## config.mk

```make
export PLATFORM = sky130hd
export DESIGN_NAME = zion_pipe_ctrl
export DESIGN_NICKNAME = d
export VERILOG_FILES = /design/src/rtl/zion_pipe_ctrl_pkg.sv /design/src/rtl/zion_pipe_ctrl_stage.sv /design/src/rtl/zion_pipe_ctrl.sv
export SDC_FILE = /design/constraint.sdc
export NUM_CORES = 1
export LEC_CHECK = 0
export ABC_AREA = 0
export ABC_CLOCK_PERIOD_IN_PS = 3180
export BUFFER_PORTS_ARGS = -buffer_cell sky130_fd_sc_hd__buf_2
export CAP_MARGIN = 20
export CORE_AREA = 2 2 39 41
export CTS_CLUSTER_DIAMETER = 120
export DETAILED_ROUTE_END_ITERATION = 7
export DIE_AREA = 0 0 41 43
export GPL_ROUTABILITY_DRIVEN = 0
export PLACE_DENSITY = 0.71
export SYNTH_ARGS = -nofsm -noshare
export SYNTH_HDL_FRONTEND = slang
export SYNTH_SLANG_ARGS = --single-unit
```

## constraint.sdc

```tcl
create_clock -name clk -period 3.18 [get_ports clk]
set_input_delay 0.318 -clock clk [delete_from_list [all_inputs] [get_ports clk]]
set_output_delay 0.318 -clock clk [all_outputs]
set_load 0.03 [all_outputs]
```

## src/rtl/zion_pipe_ctrl_pkg.sv

```systemverilog
// rtl/zion_pipe_ctrl_pkg.sv - shared limits and occupancy-width helper for the pipeline controller
package zion_pipe_ctrl_pkg;

  localparam int STAGES_MIN = 2;
  localparam int STAGES_MAX = 16;

  function automatic int cnt_width(input int stages);
    return $clog2(stages + 1);
  endfunction

endpackage

```

## src/rtl/zion_pipe_ctrl_stage.sv

```systemverilog
// rtl/zion_pipe_ctrl_stage.sv - one pipeline stage: valid bit, ready term and load enable
module zion_pipe_ctrl_stage (
  input  logic clk,
  input  logic rst,
  input  logic up_vld,
  input  logic rdy_next,
  input  logic flush,
  output logic vld,
  output logic rdy,
  output logic en,
  output logic vld_nxt
);

  // A stage can take new data if it is empty or its occupant moves on this cycle.
  assign rdy = !vld || rdy_next;
  assign en  = up_vld && rdy && !flush;

  always_comb begin
    vld_nxt = vld;
    if (flush)
      vld_nxt = 1'b0;
    else if (en)
      vld_nxt = 1'b1;
    else if (vld && rdy_next)
      vld_nxt = 1'b0;
  end

  always_ff @(posedge clk or negedge rst) begin
    if (!rst)
      vld <= 1'b0;
    else
      vld <= vld_nxt;
  end

endmodule

```

## src/rtl/zion_pipe_ctrl.sv

```systemverilog
// rtl/zion_pipe_ctrl.sv - valid/ready pipeline controller with bubble collapse and flush
module zion_pipe_ctrl
  import zion_pipe_ctrl_pkg::*;
#(
  parameter int STAGES = 4,
  parameter int CNT_W  = cnt_width(STAGES)
) (
  input  logic              clk,
  input  logic              rst,
  input  logic              iValid,
  output logic              oReady,
  output logic              oValid,
  input  logic              iReady,
  input  logic              iFlush,
  output logic [STAGES-1:0] oStageEn,
  output logic [STAGES-1:0] oStageClr,
  output logic [STAGES-1:0] oStageVld,
  output logic [CNT_W-1:0]  oCnt
);

  logic [STAGES-1:0] vld_nxt;
  logic [CNT_W-1:0]  cnt_nxt;

  initial begin
    if (STAGES < STAGES_MIN || STAGES > STAGES_MAX)
      $error("zion_pipe_ctrl: STAGES=%0d outside %0d..%0d", STAGES, STAGES_MIN, STAGES_MAX);
    if (CNT_W < cnt_width(STAGES))
      $error("zion_pipe_ctrl: CNT_W=%0d too narrow for STAGES=%0d", CNT_W, STAGES);
  end

  // Chain signals are per-stage scalars so the ripple is not one self-dependent vector.
  for (genvar i = 0; i < STAGES; i++) begin : g_stage
    logic up_vld;
    logic rdy_next;
    logic s_vld;
    logic s_rdy;
    logic s_en;

    if (i == 0) begin : g_head
      assign up_vld = iValid;
    end else begin : g_body
      assign up_vld = g_stage[i-1].s_vld;
    end

    if (i == STAGES - 1) begin : g_tail
      assign rdy_next = iReady;
    end else begin : g_link
      assign rdy_next = g_stage[i+1].s_rdy;
    end

    zion_pipe_ctrl_stage u_stage (
      .clk      (clk),
      .rst      (rst),
      .up_vld   (up_vld),
      .rdy_next (rdy_next),
      .flush    (iFlush),
      .vld      (s_vld),
      .rdy      (s_rdy),
      .en       (s_en),
      .vld_nxt  (vld_nxt[i])
    );

    assign oStageVld[i] = s_vld;
    assign oStageEn[i]  = s_en;
  end

  assign oReady    = g_stage[0].s_rdy && !iFlush;
  assign oValid    = g_stage[STAGES-1].s_vld;
  assign oStageClr = {STAGES{iFlush}};

  always_comb begin
    cnt_nxt = '0;
    for (int k = 0; k < STAGES; k++)
      cnt_nxt = cnt_nxt + CNT_W'(vld_nxt[k]);
  end

  always_ff @(posedge clk or negedge rst) begin
    if (!rst)
      oCnt <= '0;
    else
      oCnt <= cnt_nxt;
  end

endmodule
```

# Word level (Yosys, flattened, before mapping)
# Index checks and enable logic that the tools add are counted.
# word_totals
register_bits	7
inputBits	5
out_inout_bits	17
word_cells	39
# op_classes
addsub	3
n_mux	12
reduce_logical	19
# ops
op	n
$mux W1	12
$logic_and A1 B1 Y1	10
$logic_not A1 Y1	5
$logic_or A1 B1 Y1	4
$add A2 B1 Y3	1
$add A3 B1 Y3	1
$add A1 B1 Y2	1

# Logic depth before layout (Yosys ltp)
# Gate-level depths: netlist of run 1.
# depth
ltp_word	12
ltp_mapped	7
depth_no_buf	6

# Hierarchy
# A second synthesis of run 1 with hierarchy kept.
# hier_totals
cells_unflattened	44
hier_area_um2	483.0
# by_module_without_submodules
module	instances	cells_each	area_per_inst_um2	seq_area_each_um2
zion_pipe_ctrl	1	24	242.7	75.1
zion_pipe_ctrl_stage	4	5	60.1	25.0

# Least setup slack after synthesis of run 1
# OpenSTA, ideal clock, no wires.
# synth_path
path_type	flip-flop to flip-flop
from	register g_stage[3].u_stage.vld
to	register oCnt[1]
setup_time_ns	0.126
arrival_time_ns	1.944
required_ns	3.054
setup_slack_ns	1.110
stages_incl_launch_ff	7
path_buffers	0
path_cell_list	dfrtp_1 -> nand4b_2 -> o21a_1 -> fa_1 -> inv_1 -> ha_1 -> ha_1
# synth_between
elab_chain_len	12
word_cells_on_any_way	29
classes_between	3 x add/sub; 12 x mux; 14 x reduce/logical
# synth_rtl
item	line_no	rtl
from (decl)	zion_pipe_ctrl_stage.sv:8	output logic vld,
from (signal assigned)	zion_pipe_ctrl_stage.sv:32	vld <= vld_nxt;
$logic_not A1 Y1	zion_pipe_ctrl_stage.sv:15	assign rdy = !vld || rdy_next;
$logic_or A1 B1 Y1 (4 in a row)	zion_pipe_ctrl_stage.sv:15	
$logic_and A1 B1 Y1 (2 in a row)	zion_pipe_ctrl_stage.sv:16	assign en = up_vld && rdy && !flush;
$mux W1	zion_pipe_ctrl_stage.sv:22	else if (en)
$mux W1	zion_pipe_ctrl_stage.sv:20	if (flush)
$add A1 B1 Y2	zion_pipe_ctrl.sv:74	cnt_nxt = cnt_nxt + CNT_W'(vld_nxt[k]);
$add A2 B1 Y3	zion_pipe_ctrl.sv:74	
$add A3 B1 Y3 *	zion_pipe_ctrl.sv:74	
named net cnt_nxt[1]	zion_pipe_ctrl.sv:22	logic [CNT_W-1:0] cnt_nxt;
to (signal assigned)	zion_pipe_ctrl.sv:81	oCnt <= cnt_nxt;
to (decl)	zion_pipe_ctrl.sv:18	output logic [CNT_W-1:0] oCnt
# Mark *: on every way through the listed nets, which the timed path passes. The rest lies on a longest branch.

# Worst setup path after layout of run 1
# layout_path
from	register g_stage[2].u_stage.vld
to	register oCnt[1]
# layout_between
elab_chain_len	11
word_cells_on_any_way	26
classes_between	3 x add/sub; 11 x mux; 12 x reduce/logical
# layout_rtl
item	line_no
from (decl)	zion_pipe_ctrl_stage.sv:8
from (signal assigned)	zion_pipe_ctrl_stage.sv:32
$logic_not A1 Y1	zion_pipe_ctrl_stage.sv:15
$logic_or A1 B1 Y1 (3 in a row)	zion_pipe_ctrl_stage.sv:15
$logic_and A1 B1 Y1 (2 in a row)	zion_pipe_ctrl_stage.sv:16
$mux W1	zion_pipe_ctrl_stage.sv:22
$mux W1	zion_pipe_ctrl_stage.sv:20
$add A1 B1 Y2	zion_pipe_ctrl.sv:74
$add A2 B1 Y3	zion_pipe_ctrl.sv:74
$add A3 B1 Y3 *	zion_pipe_ctrl.sv:74
named net cnt_nxt[1]	zion_pipe_ctrl.sv:22
# Marked as above.

==> metrics.cfg, run 1 <==
[layout]
design_area_sq_um = 530.5
mostFrequentLayoutCells = 21 x buf_2, 7 x dfrtp_1, 4 x a21oi_1, 4 x inv_1, 3 x clkbuf_4
drive_gt1_share_pct = 46.55
fin_util_pct = 38.34
diodes = 0
nNetsFinal = 67
areaGrowthSynthToFinish_pct = 12.77
layout_commonest_cell = buf_2

[cts]
ctsHoldBuffers = 1
cts_root_buf = clkbuf_4
cts_buffers = 3
worstSkewPairLatency_ps = 250
tritoncts = yes
post_cts_resize_count = 0
path_clk_slew_ps = 60
cts_setup_buffers = 0
cts_sinks = 7
htree_num_levels = 1
cts.path.max_buffers = 2

[detailed_routing]
ant_nets = 0
drt_iter0_drc = 0
via_per_inst = 4.486
avgRoutedWirePerCell_um = 10.51
drt_first_pass_iters = 1
drc = 0
num_vias = 332
wl_um = 778

[timing]
skew_ps = 1.291
finalCritPeriodShare_pct = 62.98
setup_tns_ps = 0
worstMarginPinSlew_ps = 211.2
report.final.slew_viol_count = 0
period_minus_slack_ps = 2003
max_freq_mhz = 499.3
hold_viol_final = 0
setup_viol = 0
rsz0062_at_grt = no
max_slew_margin_pct = 85.92

[setup_path]
critPathRequiredTime_ps = 3320
cp-start-kind = register
end_kind = register
r2r_cells = 6
rr_endpoint = oCnt[1]$_DFF_PN0_
worstPathArrival_ps = 2140
r2r-start = g_stage[2].u_stage.vld$_DFF_PN0_
critical_path.max_fanout = 7
path_class = reg -> reg
reg2reg_slack_ps = 1180

[floorplan]
row_count = 14
core_sq_mm = 0.001384
io_pins = 22
start_util_pct = 34.00
dieArea_sq_mm = 0.001763
die_w_um = 41
die_y_um = 43

[global_routing]
antenna_found_initial = 0
grt_max_degree = 15
first_global_vias = 285
grt.overflow.total = 0
grt_pass1_wl_um = 1145
grt_util_all_layers_pct = 10.01

[yosys]
yosysWarnings = 0
ys_seq_area_share_pct = 37.23
syn_area_per_cell_sq_um = 10.45
syn_area_sq_um = 470.5
synthesis.nets = 53
ys_seq_elements = 7
ys_types = 20
syn_inst = 45

[min_path]
hold_path_class = in -> reg
hold_path_end = g_stage[0].u_stage.vld$_DFF_PN0_
worstHoldPathCells = 3
worstHoldStart = iValid

[run]
cap_violations = 0

[place]
dp_hpwl_um = 622.3
port_buffers = 21
dpl-instance-area_sq_um = 494.2

[power]
combPwrFrac_pct = 20.7
seqPwrFrac_pct = 42.5
peakVddDrop_v = 0.0001363
p_leak_nw = 0.3219
p_sw_share_pct = 31.06
clock_power_share_pct = 36.9
intPower_w = 0.0001558
cellPowerDensity_mw_per_mm2 = 425.9
power_switching_w = 0.00007016

[status]
outcome = finished clean

-- state kept, by name, indices dropped and copies added (netlist names) --
signal,cells
g_stage.u_stage.vld,4
oCnt,3
-- critical path, cell delays in order, from the launching register on --
cell and delay, ps:
dfrtp_1 450, nand4b_2 180, o21a_1 240, fa_1 540
inv_1 40, ha_1 170, ha_1 270
-- cell families after synthesis --
kind of cell / synth area share [%]
AND/OR/NAND/NOR: 16.22
flip-flops: 37.23
AO/OA/AOI/OAI: 12.24
buffers and inverters: 24.73
adder cells (fa/ha/maj): 9.574
-- metrics by stage --
stage | setup slack [ps] | hold slack [ps] | instances | total power [W]
3_3_place_gp | 1131 | 157.3 | 69 | 0.0001434
4_1_cts | 1164 | 328.5 | 74 | 0.0002290
3_5_place_dp | 1117 | 161.2 | 69 | 0.0001441
5_1_grt | 1065 | 389.5 | 74 | 0.0002363
2_1_floorplan | 1110 | 22.41 | 45 | 0.0001378
6_report | 1177 | 333.4 | 74 | 0.0002259
-- routing by layer --
layer  vias to the layer above  track usage (%)  share of wire, %
met2                        12            15.63                51
met5                         -                0                 0
li1                        165                -                 -
met1                       155            10.20                40
met4                         0            8.000                 0
met3                         0            3.141               8.9
-- worst max path at each step --
stage / start / endpoint / slack [ps]
after global placement: iReady / oCnt[1]$_DFF_PN0_ / 1130
after global routing: g_stage[2].u_stage.vld$_DFF_PN0_ / oCnt[1]$_DFF_PN0_ / 1060
after CTS: g_stage[2].u_stage.vld$_DFF_PN0_ / oCnt[1]$_DFF_PN0_ / 1160
final: g_stage[2].u_stage.vld$_DFF_PN0_ / oCnt[1]$_DFF_PN0_ / 1180
after floorplan: g_stage[3].u_stage.vld$_DFF_PN0_ / oCnt[1]$_DFF_PN0_ / 1110
after detailed placement: iReady / oCnt[1]$_DFF_PN0_ / 1120
-- synthesized netlist by cell type --
cell type	instances	area share (%)
a21o_1	1	1.6
a21oi_1	4	4.3
and2b_1	1	1.6
and4b_1	1	2.1
buf_4	12	19
buf_6	1	2.4
dfrtp_1	7	37
fa_1	1	4.3
ha_1	2	5.3
inv_1	4	3.2
nand2b_1	2	2.7
nand3b_1	1	1.6
nand4b_2	1	3.2
nor2_1	1	0.80
nor3b_1	1	1.6
nor3b_2	1	2.7
o21a_1	1	1.6
o21ai_1	1	1.1
o21ba_2	1	2.1
o21bai_1	1	1.6
-- cell type report --
cell class              count  area (sq um)
inverters                   4         15.01
multi-input cells          21         178.9
clock buffers               4         26.28
well taps                  16         20.02
flip-flops and latches      7         175.2
repair buffers             22         115.1
fillers                   158         853.3
-- power groups by stage --
stage	Combinational [W]	Clock, W	Sequential [W]
3_5_place_dp	0.0000464	0	0.0000976
3_3_place_gp	0.0000457	0	0.0000977
4_1_cts	0.0000476	0.0000853	0.0000961
2_1_floorplan	0.0000349	0	0.000103
5_1_grt	0.0000513	0.0000886	0.0000964
6_report	0.0000467	0.0000833	0.0000959
No activity file was read; power rests on OpenSTA's default activity.
==> inputs of run 2 (changes only) <==
- ABC_CLOCK_PERIOD_IN_PS: 3180 -> 2100
- clock period: 3.18 -> 2.1 ns (I/O delays scaled with it)
==> metrics.cfg, run 2 (same netlist as run 1, synthesis figures left out) <==
[layout]
multi_input_comb_area_sq_um = 178.9
layout_commonest_cell = buf_2
nNetsFinal = 68
mostFrequentLayoutCells = 21 x buf_2, 7 x dfrtp_1, 4 x a21oi_1, 4 x inv_1, 3 x clkbuf_4
largest_reg_flops = 4
nFillCells = 150
areaGrowthSynthToFinish_pct = 14.63
top_regs = g_stage.u_stage.vld x4, oCnt x3
design_area_sq_um = 539.3
regMostFlops = g_stage.u_stage.vld
fin_util_pct = 38.97
diodes = 0
drive_gt1_share_pct = 49.15
seq_area_sq_um = 175.2

[global_routing]
grt_max_degree = 15
grt_pass1_wl_um = 1255
grt.overflow.total = 0
antenna_found_initial = 0
first_global_vias = 309
grt_util_all_layers_pct = 11.27

[detailed_routing]
drc = 0
drt_iter0_drc = 8
avgRoutedWirePerCell_um = 11.43
ant_nets = 0
via_per_inst = 4.467
wl_um = 857
num_vias = 335
drt_first_pass_iters = 4

[power]
power_switching_w = 0.0001061
seqPwrFrac_pct = 42.7
intPower_w = 0.0002336
peakVddDrop_v = 0.0002015
clock_power_share_pct = 35.8
cellPowerDensity_mw_per_mm2 = 630.0
p_sw_share_pct = 31.24
p_leak_nw = 0.3300
combPwrFrac_pct = 21.5

[timing]
hold_viol_final = 0
rsz0062_at_grt = no
max_slew_margin_pct = 84.68
finalCritPeriodShare_pct = 94.08
max_freq_mhz = 506.1
setup_tns_ps = 0
worstMarginPinSlew_ps = 229.8
skew_ps = 2.018
report.final.slew_viol_count = 0
period_minus_slack_ps = 1976
setup_viol = 0

[setup_path]
path_class = reg -> reg
critPathRequiredTime_ps = 2230
critical_path.max_fanout = 6
cp_cell_sequence = nand4b_2 -> o21a_1 -> fa_1 -> inv_1 -> ha_1 -> ha_1
crit_top_cell = ha_1
cpPeakStageDelay_ps = 540
crit_slowest_cell = fa_1
worstPathArrival_ps = 2110
cp-start-kind = register
end_kind = register

[floorplan]
dieArea_sq_mm = 0.001763
io_pins = 22
core_sq_mm = 0.001384
die_w_um = 41
die_y_um = 43
start_util_pct = 34.00
row_count = 14

[status]
outcome = finished clean

[cts]
cts_root_buf = clkbuf_4
tritoncts = yes
ctsHoldBuffers = 1
cts_setup_buffers = 0
post_cts_resize_count = 0
cts_sinks = 7
worstSkewPairLatency_ps = 250
path_clk_slew_ps = 60
cts_buffers = 3
htree_num_levels = 1
cts.path.max_buffers = 2

[run]
cap_violations = 0

[min_path]
hold_path_class = in -> reg

[place]
port_buffers = 21
dpl-instance-area_sq_um = 501.7

==> run 2: changes by cell type in the layout (fill, tap and decap cells not counted) <==
cell,delta
buf_4,+1
clkinv_2,+1
clkbuf_1,-1
==> run 2: final timing paths <==
kind	start	end	slack [ps]	depth (start not counted)
max in group asynchronous	rst	oCnt[2]$_DFF_PN0_	1620	2
worst max register to register	g_stage[3].u_stage.vld$_DFF_PN0_	oCnt[1]$_DFF_PN0_	120	6
min in group asynchronous	rst	oCnt[1]$_DFF_PN0_	320	2
worst min register to register	g_stage[0].u_stage.vld$_DFF_PN0_	g_stage[1].u_stage.vld$_DFF_PN0_	600	2
worst min-delay path	iValid	g_stage[0].u_stage.vld$_DFF_PN0_	260	3
worst max-delay path	g_stage[3].u_stage.vld$_DFF_PN0_	oCnt[1]$_DFF_PN0_	120	6
==> run 2: power by group through the flow <==
| stage | clock, W | sequential (W) | combinational (W) |
|---|---|---|---|
| 3_5_place_dp | 0 | 0.000148 | 0.0000720 |
| 4_1_cts | 0.000127 | 0.000145 | 0.0000740 |
| 6_report | 0.000122 | 0.000145 | 0.0000731 |
| 2_1_floorplan | 0 | 0.000156 | 0.0000529 |
| 3_3_place_gp | 0 | 0.000148 | 0.0000710 |
| 5_1_grt | 0.000135 | 0.000146 | 0.0000794 |
==> run 2: worst max-delay path: cells and delay by family (launching register included) <==
| kind | cells | cell delay (ps) |
|---|---|---|
| DFF | 1 | 430 |
| adders and majority gates | 3 | 1000 |
| and+or+nand+nor | 1 | 160 |
| buffers and inverters | 1 | 40 |
| AOI/OAI and AO/OA | 1 | 230 |
==> run 2: stage by stage <==
step / worst slack, ps / power [W] / hold WS, ps / instances
after CTS: 126.8 / 0.0003467 / 248.4 / 75
after global placement: 187.2 / 0.0002185 / 51.85 / 70
after floorplan: 29.61 / 0.0002087 / -85.59 / 45
after global routing: 9.875 / 0.0003605 / 255.0 / 75
after detailed placement: 148.6 / 0.0002196 / 53.07 / 70
final: 124.3 / 0.0003398 / 256.1 / 75
==> run 2: final cells by class <==
cell class,count,area share (%)
Clock buffer,3,4.176
Clock inverter,1,0.9281
Inverter,4,2.784
Multi-Input combinational cell,21,33.18
Sequential cell,7,32.48
Tap cell,16,3.712
Timing Repair Buffer,23,22.74
==> run 2: metal layers <==
layer | vias to the layer above | share of wire [%] | global-route usage [%]
li1 | 166 | - | -
met1 | 155 | 39 | 11.33
met2 | 14 | 53 | 17.50
met3 | 0 | 7.5 | 4.712
met4 | 0 | 0 | 8.000
met5 | - | 0 | 0
